### src/rtl/uart_defs_pkg.sv
// Shared UART line definitions: default clock/baud and the clocks-per-bit
// derivation, used by both the receiver and the transmitter.
package uart_defs_pkg;

  localparam int unsigned DEF_CLK_HZ = 50_000_000;
  localparam int unsigned DEF_BAUD   = 115_200;

  // Integer clocks per bit; truncates, so the bit period is slightly short.
  function automatic int unsigned clks_per_bit(input int unsigned clk_hz,
                                               input int unsigned baud);
    return clk_hz / baud;
  endfunction

endpackage

### src/rtl/sync_2ff.sv
// Generic 1-bit two-flop synchronizer for asynchronous input pins.
// The reset value is a parameter so idle-high lines do not glitch out of reset.
module sync_2ff #(
  parameter logic RST_VAL = 1'b1
) (
  input  logic clk,
  input  logic rst,
  input  logic d_i,
  output logic q_o
);

  logic meta_q;
  logic sync_q;

  // Two back-to-back flops give metastability time to resolve.
  always_ff @(posedge clk) begin
    if (rst) begin
      meta_q <= RST_VAL;
      sync_q <= RST_VAL;
    end else begin
      meta_q <= d_i;
      sync_q <= meta_q;
    end
  end

  assign q_o = sync_q;

endmodule

### src/rtl/uart_rx.sv
// 8N1 UART receiver. Samples each bit at its midpoint (timed from the
// start-bit falling edge), assembles bytes LSB-first and hands them over
// through a single valid/ready holding register. Framing errors and
// overruns are reported as single-cycle pulses.
module uart_rx
  import uart_defs_pkg::*;
#(
  parameter int unsigned CLK_HZ       = DEF_CLK_HZ,
  parameter int unsigned BAUD         = DEF_BAUD,
  parameter int unsigned CLKS_PER_BIT = clks_per_bit(CLK_HZ, BAUD)
) (
  input  logic       clk,
  input  logic       rst,
  input  logic       rx,
  output logic [7:0] data,
  output logic       valid,
  input  logic       ready,
  output logic       frame_err,
  output logic       overrun,
  output logic       busy
);

  localparam int CNT_W = (CLKS_PER_BIT > 1) ? $clog2(CLKS_PER_BIT) : 1;
  localparam logic [CNT_W-1:0] CNT_LAST = CNT_W'(CLKS_PER_BIT - 1);
  localparam logic [CNT_W-1:0] CNT_MID  = CNT_W'(CLKS_PER_BIT / 2 - 1);

  typedef enum logic [2:0] {
    S_IDLE,
    S_START,
    S_DATA,
    S_STOP,
    S_BREAK
  } state_t;

  logic             rx_s;
  state_t           state_q;
  logic [CNT_W-1:0] cnt_q;
  logic [2:0]       idx_q;
  logic [7:0]       shift_q;
  logic [7:0]       shift_d;
  logic [7:0]       data_q;
  logic             valid_q;
  logic             frame_err_q;
  logic             overrun_q;
  logic             busy_q;
  logic             cnt_last;
  logic             deliver_d;
  logic             take_d;

  sync_2ff #(
    .RST_VAL (1'b1)
  ) u_sync_rx (
    .clk (clk),
    .rst (rst),
    .d_i (rx),
    .q_o (rx_s)
  );

  // Next shift value (LSB arrives first), end-of-bit tick and handshake terms.
  always_comb begin
    shift_d   = {rx_s, shift_q[7:1]};
    cnt_last  = (cnt_q == CNT_LAST);
    deliver_d = (state_q == S_STOP) && cnt_last && rx_s;
    take_d    = valid_q && ready;
  end

  // Receive FSM, bit timing, shift register and holding register.
  always_ff @(posedge clk) begin
    if (rst) begin
      state_q     <= S_IDLE;
      data_q      <= 8'h00;
      valid_q     <= 1'b0;
      frame_err_q <= 1'b0;
      overrun_q   <= 1'b0;
      busy_q      <= 1'b0;
    end else begin
      frame_err_q <= 1'b0;
      overrun_q   <= 1'b0;

      case (state_q)
        S_IDLE: begin
          cnt_q <= '0;
          if (!rx_s) begin
            state_q <= S_START;
            busy_q  <= 1'b1;
          end
        end

        S_START: begin
          if (cnt_q == CNT_MID) begin
            cnt_q <= '0;
            if (!rx_s) begin
              state_q <= S_DATA;
              idx_q   <= 3'd0;
            end else begin
              // Start bit did not survive to its midpoint: treat as noise.
              state_q <= S_IDLE;
              busy_q  <= 1'b0;
            end
          end else begin
            cnt_q <= cnt_q + 1'b1;
          end
        end

        S_DATA: begin
          if (cnt_last) begin
            cnt_q   <= '0;
            shift_q <= shift_d;
            if (idx_q == 3'd7) begin
              state_q <= S_STOP;
            end else begin
              idx_q <= idx_q + 3'd1;
            end
          end else begin
            cnt_q <= cnt_q + 1'b1;
          end
        end

        S_STOP: begin
          if (cnt_last) begin
            cnt_q <= '0;
            if (rx_s) begin
              state_q <= S_IDLE;
              busy_q  <= 1'b0;
            end else begin
              // Low stop bit: drop the byte and wait out the low line.
              frame_err_q <= 1'b1;
              state_q     <= S_BREAK;
            end
          end else begin
            cnt_q <= cnt_q + 1'b1;
          end
        end

        S_BREAK: begin
          cnt_q <= '0;
          if (rx_s) begin
            state_q <= S_IDLE;
            busy_q  <= 1'b0;
          end
        end

        default: begin
          state_q <= S_IDLE;
          busy_q  <= 1'b0;
        end
      endcase

      // A simultaneous take frees the register, so a delivery then still lands.
      if (deliver_d) begin
        if (!valid_q || ready) begin
          data_q  <= shift_q;
          valid_q <= 1'b1;
        end else begin
          overrun_q <= 1'b1;
        end
      end else if (take_d) begin
        valid_q <= 1'b0;
      end
    end
  end

  assign data      = data_q;
  assign valid     = valid_q;
  assign frame_err = frame_err_q;
  assign overrun   = overrun_q;
  assign busy      = busy_q;

endmodule
### config.mk
export PLATFORM = sky130hd
export DESIGN_NAME = uart_rx
export DESIGN_NICKNAME = d
export VERILOG_FILES = /design/src/rtl/uart_defs_pkg.sv /design/src/rtl/sync_2ff.sv /design/src/rtl/uart_rx.sv
export SDC_FILE = /design/constraint.sdc
export NUM_CORES = 1
export LEC_CHECK = 0
export ABC_AREA = 1
export CORE_MARGIN = 2
export CORE_UTILIZATION = 35
export DETAILED_ROUTE_END_ITERATION = 16
export GPL_TIMING_DRIVEN = 1
export PLACE_DENSITY_LB_ADDON = 0.12
export SLEW_MARGIN = 5
export SYNTH_ARGS = -nofsm -noshare
export SYNTH_HDL_FRONTEND = slang
export SYNTH_SLANG_ARGS = --single-unit
### constraint.sdc
create_clock -name clk -period 2.4 [get_ports clk]
set_input_delay 0.36 -clock clk [delete_from_list [all_inputs] [get_ports clk]]
set_output_delay 0.36 -clock clk [all_outputs]
set_load 0.01 [all_outputs]
; Word-level counts from Yosys, hierarchy flattened
; Index checks and enable logic that the tools add are counted.
[totals]
elab_cells = 81
ramBits = 0
latch_bits = 0
mem_bits_ro = 0
register_bits = 37
memories = 0
[op_classes]
order_cmp = 0
eq_ne = 16
mux = 27
reduce_logical = 20
multipliers = 0
n_addsub = 2
n_div = 0
n_bitwise = 5
n_shift = 0
[op_table]
columns = cell, n
row1 = $mux W3, 11
row2 = $pmux W9 S3, 1
row3 = $mux W9, 2
row4 = $pmux W3 S5, 1
row5 = $ne A2 B2 Y1 const B, 7
row6 = $reduce_and A6 Y1, 2
row7 = $add A9 B1 Y9 const B, 1
row8 = $eq A9 B8 Y1 const B, 1
row9 = $eq A9 B9 Y1 const B, 1
row10 = $mux W1, 9
row11 = $eq A3 B2 Y1 const B, 2
row12 = $eq A3 B3 Y1 const B, 2
row13 = $pmux W3 S2, 1
row14 = $reduce_and A2 Y1, 3
row15 = $reduce_or A2 Y1, 3
row16 = $not A1 Y1, 5
row17 = $pmux W1 S5, 1
row18 = $ne A2 B1 Y1 const B, 2
row19 = $reduce_and A4 Y1, 1
row20 = $reduce_bool A2 Y1, 2
row21 = $add A3 B1 Y3 const B, 1
row22 = $eq A3 B1 Y1 const B, 1
row23 = $logic_and A1 B1 Y1, 3
row24 = $logic_not A3 Y1, 1
row25 = other kinds (6), 6

; Longest topological paths before layout
; Gate-level depths: netlist (run 1).
[logic_depth]
depth_word = 5
ltp_mapped = 11

; By module
; Synthesis (run 1) repeated with hierarchy kept, for this count alone.
[hier_totals]
hier_cells = 211
area_unflattened_um2 = 1749.2
[modules_own_cells]
columns = module, cells_per_inst, instances, area_per_inst_um2
row1 = uart_rx, 204, 1, 1690.4
row2 = sync_2ff, 7, 1, 58.8

; Worst setup path before layout (run 1)
; No wires, ideal clock.
[synth_path]
kind = reg2reg
startpoint = register cnt_q[1]
endpoint = register shift_q[0], enable pin
slack_ns = 0.666
t_required_ns = 2.030
stages_incl_launch_ff = 9
setup_time_ns = 0.370
arrival_time_ns = 1.364
n_path_buf = 0
cell_sequence = edfxtp_1 > inv_1 > ha_1 > nand2_1 > nor2_1 > nand2_2 > clkinv_2 > nand2_1 > nor2_1
[synth_via]
elab_chain_len = 2
[synth_rtl]
columns = item, line_no
row1 = "start, declared", uart_rx.sv:37  ; logic [CNT_W-1:0] cnt_q;
row2 = "start signal, assigned", uart_rx.sv:101  ; cnt_q <= cnt_q + 1'b1;
row3 = "start signal, assigned", uart_rx.sv:115  ; cnt_q <= cnt_q + 1'b1;
row4 = "start signal, assigned", uart_rx.sv:131  ; cnt_q <= cnt_q + 1'b1;
row5 = $eq A9 B9 Y1, uart_rx.sv:62  ; cnt_last = (cnt_q == CNT_LAST);
row6 = $reduce_and A3 Y1 (no source line), --
row7 = "end signal, assigned", uart_rx.sv:108  ; shift_q <= shift_d;
row8 = "end, declared", uart_rx.sv:39  ; logic [7:0] shift_q;
; Every way passes these cells.
; A chain may end at the register's enable or synchronous reset.

; Worst setup path after layout (run 1)
[layout_path]
startpoint = register cnt_q[0]
endpoint = register idx_q[2], enable pin
[layout_via]
elab_chain_len = 3
word_cells_on_any_way = 5
cone_classes = eq/ne (4) / reduce/logical (1)
[layout_rtl]
columns = item, line_no
row1 = $eq A9 B8 Y1 / $eq A9 B9 Y1 (equally long branches), "uart_rx.sv:90, uart_rx.sv:62"
row2 = $ne A2 B2 Y1 (no source line), --
row3 = $reduce_and A6 Y1 (no source line) (*), --
row4 = "end signal, assigned", uart_rx.sv:112  ; idx_q <= idx_q + 3'd1;
row5 = "end, declared", uart_rx.sv:38  ; logic [2:0] idx_q;
; Every way passes the cells marked *; elsewhere a longest branch is shown, timed or not.

==> impl_metrics.tcl, run 1 <==
set metrics [dict create \
    status "completed" \
    maxCapViolCount 0 \
    routed_wl_mm 3.07 \
    dp.cells 281 \
    ys_seq_area_share_pct 55.2 \
    grt_pass1_vias 1214 \
    yosysMostFrequentCell "nor2_1" \
    num_rows 25 \
    final_cell_count_no_fill 289 \
    antenna_cells 0 \
    async_flop_share_pct 0 \
    hpwlAfterDp_mm 2.26 \
    antenna_found_initial 0 \
    cts_resized 0 \
    startpoint_type "flop" \
    synth_top_area_share_pct 35.2 \
    crit_family "flip-flops" \
    cts.sinks 37 \
    first_pass_iters 4 \
    fin_crit_sh_pct 75.7 \
    die_area_mm2 0.00544 \
    clk_pin_slew_ns 0.07 \
    ir_drop_mv 0.505 \
    ff_latch_area_um2 941 \
    min_period_ns 1.82 \
    p_int_uw 1330 \
    clock_latency_ns 0.29 \
    drt_iter0_drc 71 \
    cts-htree-levels 2 \
    cpPeakStageDelay_ns 0.46 \
    ant_nets 0 \
    cp.depth 8 \
    syn_nets 206 \
    post_dp_cell_area_mm2 0.00195 \
    r2r_start "cnt_q[0]$_DFFE_PP_" \
    timing.critical_path.from "cnt_q[0]$_DFFE_PP_" \
    gp_congestion 0.836 \
    grt_pass1_wl_mm 5.46 \
    worstRegToRegCells 8 \
    synth_area_leaders "edfxtp_1, dfxtp_1, nor2_1, nand2_1, inv_1" \
    dieWidth_um 73.8 \
    cts_tree "done" \
    path_class "reg2reg" \
    netlist-cell-type-count 25 \
    nNetsFinal 230 \
    switching_power_uw 755 \
    avgSynthCellArea_um2 8.65 \
    synth_area_mm2 0.00170 \
    final.fill_count 495 \
    overflow 0 \
    crit_buf_inv 1 \
    fmax_mhz 550 \
    crit_end "idx_q[2]$_SDFFCE_PN0P_" \
    viasPerCell 4.50 \
    drive_gt1_share_pct 10.8 \
    p_comb_share_pct 33.2 \
    cp_cell_sequence "inv_1 -> ha_1 -> nand2_1 -> nor2_1 -> nand2_1 -> nand2_1 -> nand2_1 -> a211oi_1" \
    yosys_most_used_dff "edfxtp_1" \
    root_buffer "clkbuf_8" \
    min_path_type "reg2reg" \
    crit_fanout 5 \
    rrSetupSlack_ns 0.58 \
    crit_arrival_ns 1.75 \
    postCtsSetupBuffers 0 \
    p_clk_share_pct 24.7 \
    ys_seq_elements 37 \
    clockBufferDepth 2 \
    leakage_uw 0.000885 \
    required_ns 2.34 \
    slew_viol_final 0 \
    track_usage_pct 13.5 \
    cp-end-kind "flop" \
    port_buffers 15 \
    initial_core_util_pct 36.1 \
    numCtsBuffers 5 \
    rsz0062_at_grt "false" \
    path_common_cell "nand2_1" \
    crit_slowest_cell "edfxtp_1" \
    vias 1301 \
    finalHoldViolCount 0 \
    holdBufCountCts 0 \
    synth_cells 197 \
    yosysTopAreaCell "edfxtp_1" \
    powerDensity_mw_per_mm2 1010 \
    yosys-top-cells-count "nor2_1, nand2_1, inv_1" \
    wire_per_inst_um 10.6 \
    design_power_total_uw 2090 \
    syn_to_final_growth_pct 21.1 \
    synth-edff-count 20 \
    design_area_mm2 0.00206 \
    max_slew_margin_pct 68.6 \
    core-area_mm2 0.00472 \
    grt_start_max_net_pins 14 \
    io-pin-count 16 \
    p_seq_share_pct 42.2 \
    p_sw_share_pct 36.2 \
    finalSetupViolCount 0 \
    die_height_um 73.8 \
    worst_slew_pin_slew_ns 0.468 \
    hold_depth 1 \
    synth_warnings 0 \
    multi_input_area_um2 651 \
    skew_ns 0.00347 \
    fin_setup_tns_ns 0 \
    rr_endpoint "idx_q[2]$_SDFFCE_PN0P_" \
    drc 0 \
]
[metal layers]
| layer | GRT usage [%] | vias to the layer above | routed length (um) |
|---|---|---|---|
| li1 | - | 682 | - |
| met1 | 19.2 | 580 | 1650 |
| met2 | 18.6 | 31 | 1220 |
| met3 | 4.12 | 8 | 136 |
| met4 | 6.06 | 0 | 61 |
| met5 | 0 | - | 0 |
[power groups by stage]
stage | Sequential [uW] | Clock, uW | Combinational, uW
floorplan | 876 | 0 | 543
global placement | 894 | 0 | 711
detailed placement | 893 | 0 | 695
CTS | 879 | 532 | 699
global route | 900 | 555 | 827
finish | 880 | 515 | 692
[kinds of logic (layout without fill, tap and decap cells)]
family                   Yosys count  in the layout  synth area share (%)
adder cells (fa/ha/maj)            5              5                  3.67
AO/OA/AOI/OAI                     23             23                  7.49
AND/OR/NAND/NOR                  102            102                  26.0
XOR/XNOR                           2              2                  1.03
buffers and inverters             28             53                  6.61
flip-flops                        37             37                  55.2
[layout make-up]
cell class / count / area share (%)
tap: 67 / 4.06
clock buffer: 8 / 5.39
sequential: 37 / 45.6
timing repair buffer: 18 / 8.36
inverter: 27 / 5.09
multi-input combinational: 132 / 31.5
[stage by stage]
step | setup slack, ns | util, % | hold slack, ns
2_1_floorplan | 0.666 | - | 0.389
3_3_place_gp | 0.596 | 41.4 | 0.399
6_report | 0.583 | 43.7 | 0.415
3_5_place_dp | 0.575 | 41.4 | 0.398
5_1_grt | 0.403 | 43.7 | 0.443
4_1_cts | 0.569 | 43.7 | 0.419
[placed cells by master (no fill, tap or decap), drive strengths merged, types with 2 or more instances in the layout]
| cell type | n |
|---|---|
| or2 | 2 |
| inv | 26 |
| buf | 3 |
| clkbuf | 8 |
| nor2 | 50 |
| nor3 | 2 |
| clkdlybuf4s50 | 15 |
| a21oi | 9 |
| nand2 | 37 |
| ha | 5 |
| nand3 | 9 |
| edfxtp | 20 |
| o21ai | 12 |
| dfxtp | 17 |
| nand4 | 2 |
| xnor2 | 2 |
[how the worst min path moves through the flow]
stage / startpoint / end / slack, ns
finish: u_sync_rx.meta_q$_SDFF_PP1_ / u_sync_rx.q_o$_SDFF_PP1_ / 0.42
global route: u_sync_rx.meta_q$_SDFF_PP1_ / u_sync_rx.q_o$_SDFF_PP1_ / 0.44
CTS: u_sync_rx.meta_q$_SDFF_PP1_ / u_sync_rx.q_o$_SDFF_PP1_ / 0.42
detailed placement: u_sync_rx.meta_q$_SDFF_PP1_ / u_sync_rx.q_o$_SDFF_PP1_ / 0.40
global placement: u_sync_rx.meta_q$_SDFF_PP1_ / u_sync_rx.q_o$_SDFF_PP1_ / 0.40
floorplan: u_sync_rx.meta_q$_SDFF_PP1_ / u_sync_rx.q_o$_SDFF_PP1_ / 0.39
[state kept, by name (all words and copies together), names as in the netlist]
register / cells
busy: 1
cnt_q: 9
data: 8
frame_err: 1
idx_q: 3
overrun: 1
shift_q: 8
state_q: 3
u_sync_rx.meta_q: 1
u_sync_rx.q_o: 1
valid: 1
No activity file was read; power rests on OpenSTA's default activity.
==> inputs of run 2 (changes only) <==
- clock period: 2.4 -> 1.5 ns (I/O delays scaled with it)
==> impl_metrics.tcl, run 2 (synthesis gave the netlist of run 1 again) <==
set metrics [dict create \
    status "finished, violations left" \
    violations "negative setup slack" \
    grt_pass1_vias 1346 \
    drt_iter0_drc 98 \
    antenna_found_initial 0 \
    layout_common_cells "nor2_1, nand2_1, buf_4" \
    ant_nets 0 \
    cts_tree "done" \
    largest_reg_flops 9 \
    powerDensity_mw_per_mm2 1580 \
    path_common_cell "nand2_2" \
    clk_pin_slew_ns 0.07 \
    fin_crit_sh_pct 104 \
    final_common_cell "nor2_1" \
    viasPerCell 4.53 \
    required_ns 1.48 \
    worst_slew_pin_slew_ns 0.394 \
    num_rows 25 \
    min_period_ns 1.56 \
    routed_wl_mm 3.53 \
    grt_pass1_wl_mm 5.98 \
    die_height_um 73.8 \
    rsz0062_at_grt "true" \
    fmax_mhz 640 \
    syn_to_final_growth_pct 40.4 \
    root_buffer "clkbuf_8" \
    min_path_type "reg2reg" \
    final_cell_count_no_fill 312 \
    first_pass_iters 4 \
    cpPeakStageDelay_ns 0.42 \
    drc 0 \
    antenna_cells 0 \
    dp.cells 302 \
    initial_core_util_pct 36.1 \
    holdBufCountCts 0 \
    path_class "reg2reg" \
    cts-htree-levels 2 \
    crit_arrival_ns 1.54 \
    numCtsBuffers 5 \
    skew_ns 0.0103 \
    finalSetupViolCount 13 \
    cts.sinks 37 \
    crit_fanout 3 \
    crit_slowest_cell "edfxtp_1" \
    final.fill_count 454 \
    maxCapViolCount 0 \
    gp_congestion 0.824 \
    nNetsFinal 253 \
    core-area_mm2 0.00472 \
    die_area_mm2 0.00544 \
    slew_viol_final 0 \
    fin_ws_ns -0.0621 \
    hpwlAfterDp_mm 2.60 \
    ir_drop_mv 0.976 \
    clockBufferDepth 2 \
    max_slew_margin_pct 73.7 \
    io-pin-count 16 \
    crit_family "flip-flops" \
    finalHoldViolCount 0 \
    drive_gt1_share_pct 31.4 \
    clock_latency_ns 0.29 \
    wire_per_inst_um 11.3 \
    leakage_uw 0.00102 \
    top_register "cnt_q" \
    port_buffers 15 \
    startpoint_type "flop" \
    crit_buf_inv 1 \
    dieWidth_um 73.8 \
    overflow 0 \
    track_usage_pct 14.6 \
    vias 1414 \
    cp-end-kind "flop" \
    cp_cell_sequence "inv_1 -> ha_1 -> nand2_1 -> nor2_1 -> nand2_2 -> nand2_2 -> nand2_2 -> a211oi_4" \
    grt_start_max_net_pins 14 \
    design_power_total_uw 3770 \
]
## run 2: worst register-to-register path: stages (launching register included)
cell	delay (ns)
edfxtp_1	0.42
inv_1	0.08
ha_1	0.14
nand2_1	0.05
nor2_1	0.11
nand2_2	0.09
nand2_2	0.09
nand2_2	0.06
a211oi_4	0.22
## run 2: metrics by stage
stage	hold WS [ns]	util, %	setup slack, ns	instance area [um2]	setup TNS [ns]
after floorplan	0.329	-	-0.0442	1720	-0.438
after global placement	0.398	45.0	-0.0911	2120	-1.07
after detailed placement	0.397	45.0	-0.140	2120	-1.81
after CTS	0.415	49.0	-0.0964	2310	-1.01
after global routing	0.447	50.6	-0.175	2390	-4.00
final	0.414	50.6	-0.0621	2390	-0.456
## run 2: final timing paths
| kind | cells after the start | end | slack [ns] | start |
|---|---|---|---|---|
| setup / recovery | 8 | idx_q[1]$_SDFFCE_PN0P_ | -0.06 | cnt_q[0]$_DFFE_PP_ |
| hold / removal | 1 | u_sync_rx.q_o$_SDFF_PP1_ | 0.41 | u_sync_rx.meta_q$_SDFF_PP1_ |
| setup reg to reg | 8 | idx_q[1]$_SDFFCE_PN0P_ | -0.06 | cnt_q[0]$_DFFE_PP_ |
| hold reg to reg | 1 | u_sync_rx.q_o$_SDFF_PP1_ | 0.41 | u_sync_rx.meta_q$_SDFF_PP1_ |
## run 2: metal layers
| layer | track usage (%) | share of wire (%) | vias up |
|---|---|---|---|
| met5 | 0 | 0 | - |
| met4 | 7.47 | 3.1 | 0 |
| met3 | 4.12 | 3.4 | 10 |
| met2 | 23.3 | 49 | 28 |
| met1 | 17.9 | 45 | 650 |
| li1 | - | - | 726 |
## run 2: layout make-up
cell class | count | area, um2 | area share [%]
clock inverters | 3 | 45.0 | 1.88
well taps | 67 | 83.8 | 3.50
repair buffers | 41 | 357 | 14.9
inverters | 27 | 116 | 4.86
flip-flops and latches | 37 | 941 | 39.3
multi-input cells | 132 | 781 | 32.6
clock buffers | 5 | 68.8 | 2.88
## run 2: timing repair
action / CTS / global route
pin swaps: 8 / 6
endpoints found under the setup margin: 25 / 33
setup buffers: 2 / 0
gates resized for setup: 21 / 24
## run 2: report_power, final
| part | switching (uW) | total [uW] | internal, uW | leakage, uW |
|---|---|---|---|---|
| Clock | 378 | 877 | 499 | 0.0000587 |
| Combinational | 893 | 1500 | 611 | 0.000629 |
| Sequential | 127 | 1390 | 1270 | 0.000330 |
==> inputs of run 3 (changes only) <==
- GPL_ROUTABILITY_DRIVEN: unset -> 0
- GPL_TIMING_DRIVEN: 1 -> 0
==> impl_metrics.tcl, run 3 (synthesis gave the netlist of run 1 again) <==
set metrics [dict create \
    status "finished, violations left" \
    violations "negative setup slack" \
    cts-htree-levels 2 \
    worst_slew_pin_slew_ns 0.631 \
    drt_iter0_drc 40 \
    core-area_mm2 0.00472 \
    maxCapViolCount 0 \
    dieWidth_um 73.8 \
    clockBufferDepth 2 \
    grt_pass1_wl_mm 5.64 \
    met1_usage_pct 17.5 \
    clk_pin_slew_ns 0.07 \
    cp_cell_sequence "inv_1 -> ha_2 -> nand2_2 -> nor2_2 -> nand2_2 -> nand2_2 -> nand2_2 -> a211oi_4" \
    vias 1376 \
    use_met3_pct 4.25 \
    startpoint_type "flop" \
    nNetsFinal 237 \
    routed_wl_mm 3.67 \
    die_height_um 73.8 \
    drive_gt1_share_pct 31.9 \
    first_pass_iters 6 \
    max_slew_margin_pct 57.8 \
    port_buffers 15 \
    ant_nets 0 \
    post_dp_cell_area_mm2 0.00195 \
    skew_ns 0.00815 \
    path_class "reg2reg" \
    wire_per_inst_um 12.4 \
    cts.sinks 37 \
    initial_core_util_pct 36.1 \
    finalHoldViolCount 0 \
    holdBufCountCts 0 \
    finalSetupViolCount 32 \
    gr-usage-met2_pct 21.7 \
    io-pin-count 16 \
    layout_common_cells "nor2_1, inv_1, edfxtp_1" \
    rsz0062_at_grt "true" \
    leakage_uw 0.000915 \
    busiest_layer "met2" \
    drc 0 \
    powerDensity_mw_per_mm2 1600 \
    top_register "cnt_q" \
    syn_to_final_growth_pct 37.3 \
    die_area_mm2 0.00544 \
    design_area_mm2 0.00234 \
    antenna_found_initial 0 \
    crit_fanout 3 \
    final.fill_count 445 \
    antenna_cells 0 \
    hold_slack_ns 0.410 \
    largest_reg_flops 9 \
    multi_input_area_um2 868 \
    numCtsBuffers 5 \
    final_common_cell "nor2_1" \
    path_common_cell "nand2_2" \
    cp-end-kind "flop" \
    cpPeakStageDelay_ns 0.44 \
    hpwlAfterDp_mm 2.29 \
    crit_arrival_ns 1.67 \
    pre_cts_ws_ns -0.370 \
    root_buffer "clkbuf_8" \
    fin_util_pct 49.5 \
    ff_latch_area_um2 943 \
    crit_slowest_cell "edfxtp_1" \
    min_path_type "reg2reg" \
    grt_pass1_vias 1267 \
    slew_viol_final 0 \
    min_period_ns 1.69 \
    ir_drop_mv 1.04 \
    grt_start_max_net_pins 13 \
    fin_ws_ns -0.194 \
    design_power_total_uw 3750 \
    overflow 0 \
    required_ns 1.47 \
    cts_tree "done" \
    track_usage_pct 13.8 \
    fin_crit_sh_pct 113 \
    fmax_mhz 590 \
    viasPerCell 4.65 \
    num_rows 25 \
    clock_latency_ns 0.29 \
]
==> run 3: critical path: cells and delay by family, from the launching register on <==
kind | cells | cell delay (ns)
AO/OA/AOI/OAI | 1 | 0.27
buffers and inverters | 1 | 0.09
AND/OR/NAND/NOR | 5 | 0.41
flip-flops | 1 | 0.44
adder cells (fa/ha/maj) | 1 | 0.17
==> run 3: repair_timing <==
item / CTS / global route
cloned: 1 / 0
setup buffers: 6 / 5
endpoints found under the setup margin: 41 / 42
resized for setup: 27 / 42
pin swaps: 7 / 13
==> run 3: metal layers <==
metal / vias to the layer above / wire length (um)
met4: 0 / 49
met1: 645 / 1650
met3: 6 / 131
li1: 698 / -
met5: - / 0
met2: 27 / 1840
==> run 3: final timing paths <==
path	from	end	slack [ns]	depth (start not counted)
max	cnt_q[0]$_DFFE_PP_	idx_q[1]$_SDFFCE_PN0P_	-0.19	8
min	u_sync_rx.meta_q$_SDFF_PP1_	u_sync_rx.q_o$_SDFF_PP1_	0.41	1
max reg2reg	cnt_q[0]$_DFFE_PP_	idx_q[1]$_SDFFCE_PN0P_	-0.19	8
min reg2reg	u_sync_rx.meta_q$_SDFF_PP1_	u_sync_rx.q_o$_SDFF_PP1_	0.41	1
==> run 3: per-stage QoR <==
step	std cells	TNS, ns
2_1_floorplan	197	-0.438
5_1_grt	296	-7.88
6_report	296	-4.33
3_5_place_dp	279	-7.69
4_1_cts	294	-2.38
3_3_place_gp	279	-6.79
==> run 3: layout make-up <==
type | count | share of cell area [%]
Inverter | 27 | 5.08
Clock buffer | 7 | 3.69
Timing Repair Buffer | 23 | 9.63
Buffer | 1 | 0.321
Sequential cell | 37 | 40.3
Tap cell | 67 | 3.58
Multi-Input combinational cell | 133 | 37.1
Clock inverter | 1 | 0.267
==> run 3: report_power, final <==
part / switching [uW] / internal, uW
clock network: 352 / 374
logic: 1020 / 581
registers: 158 / 1270
total: 1530 / 2230
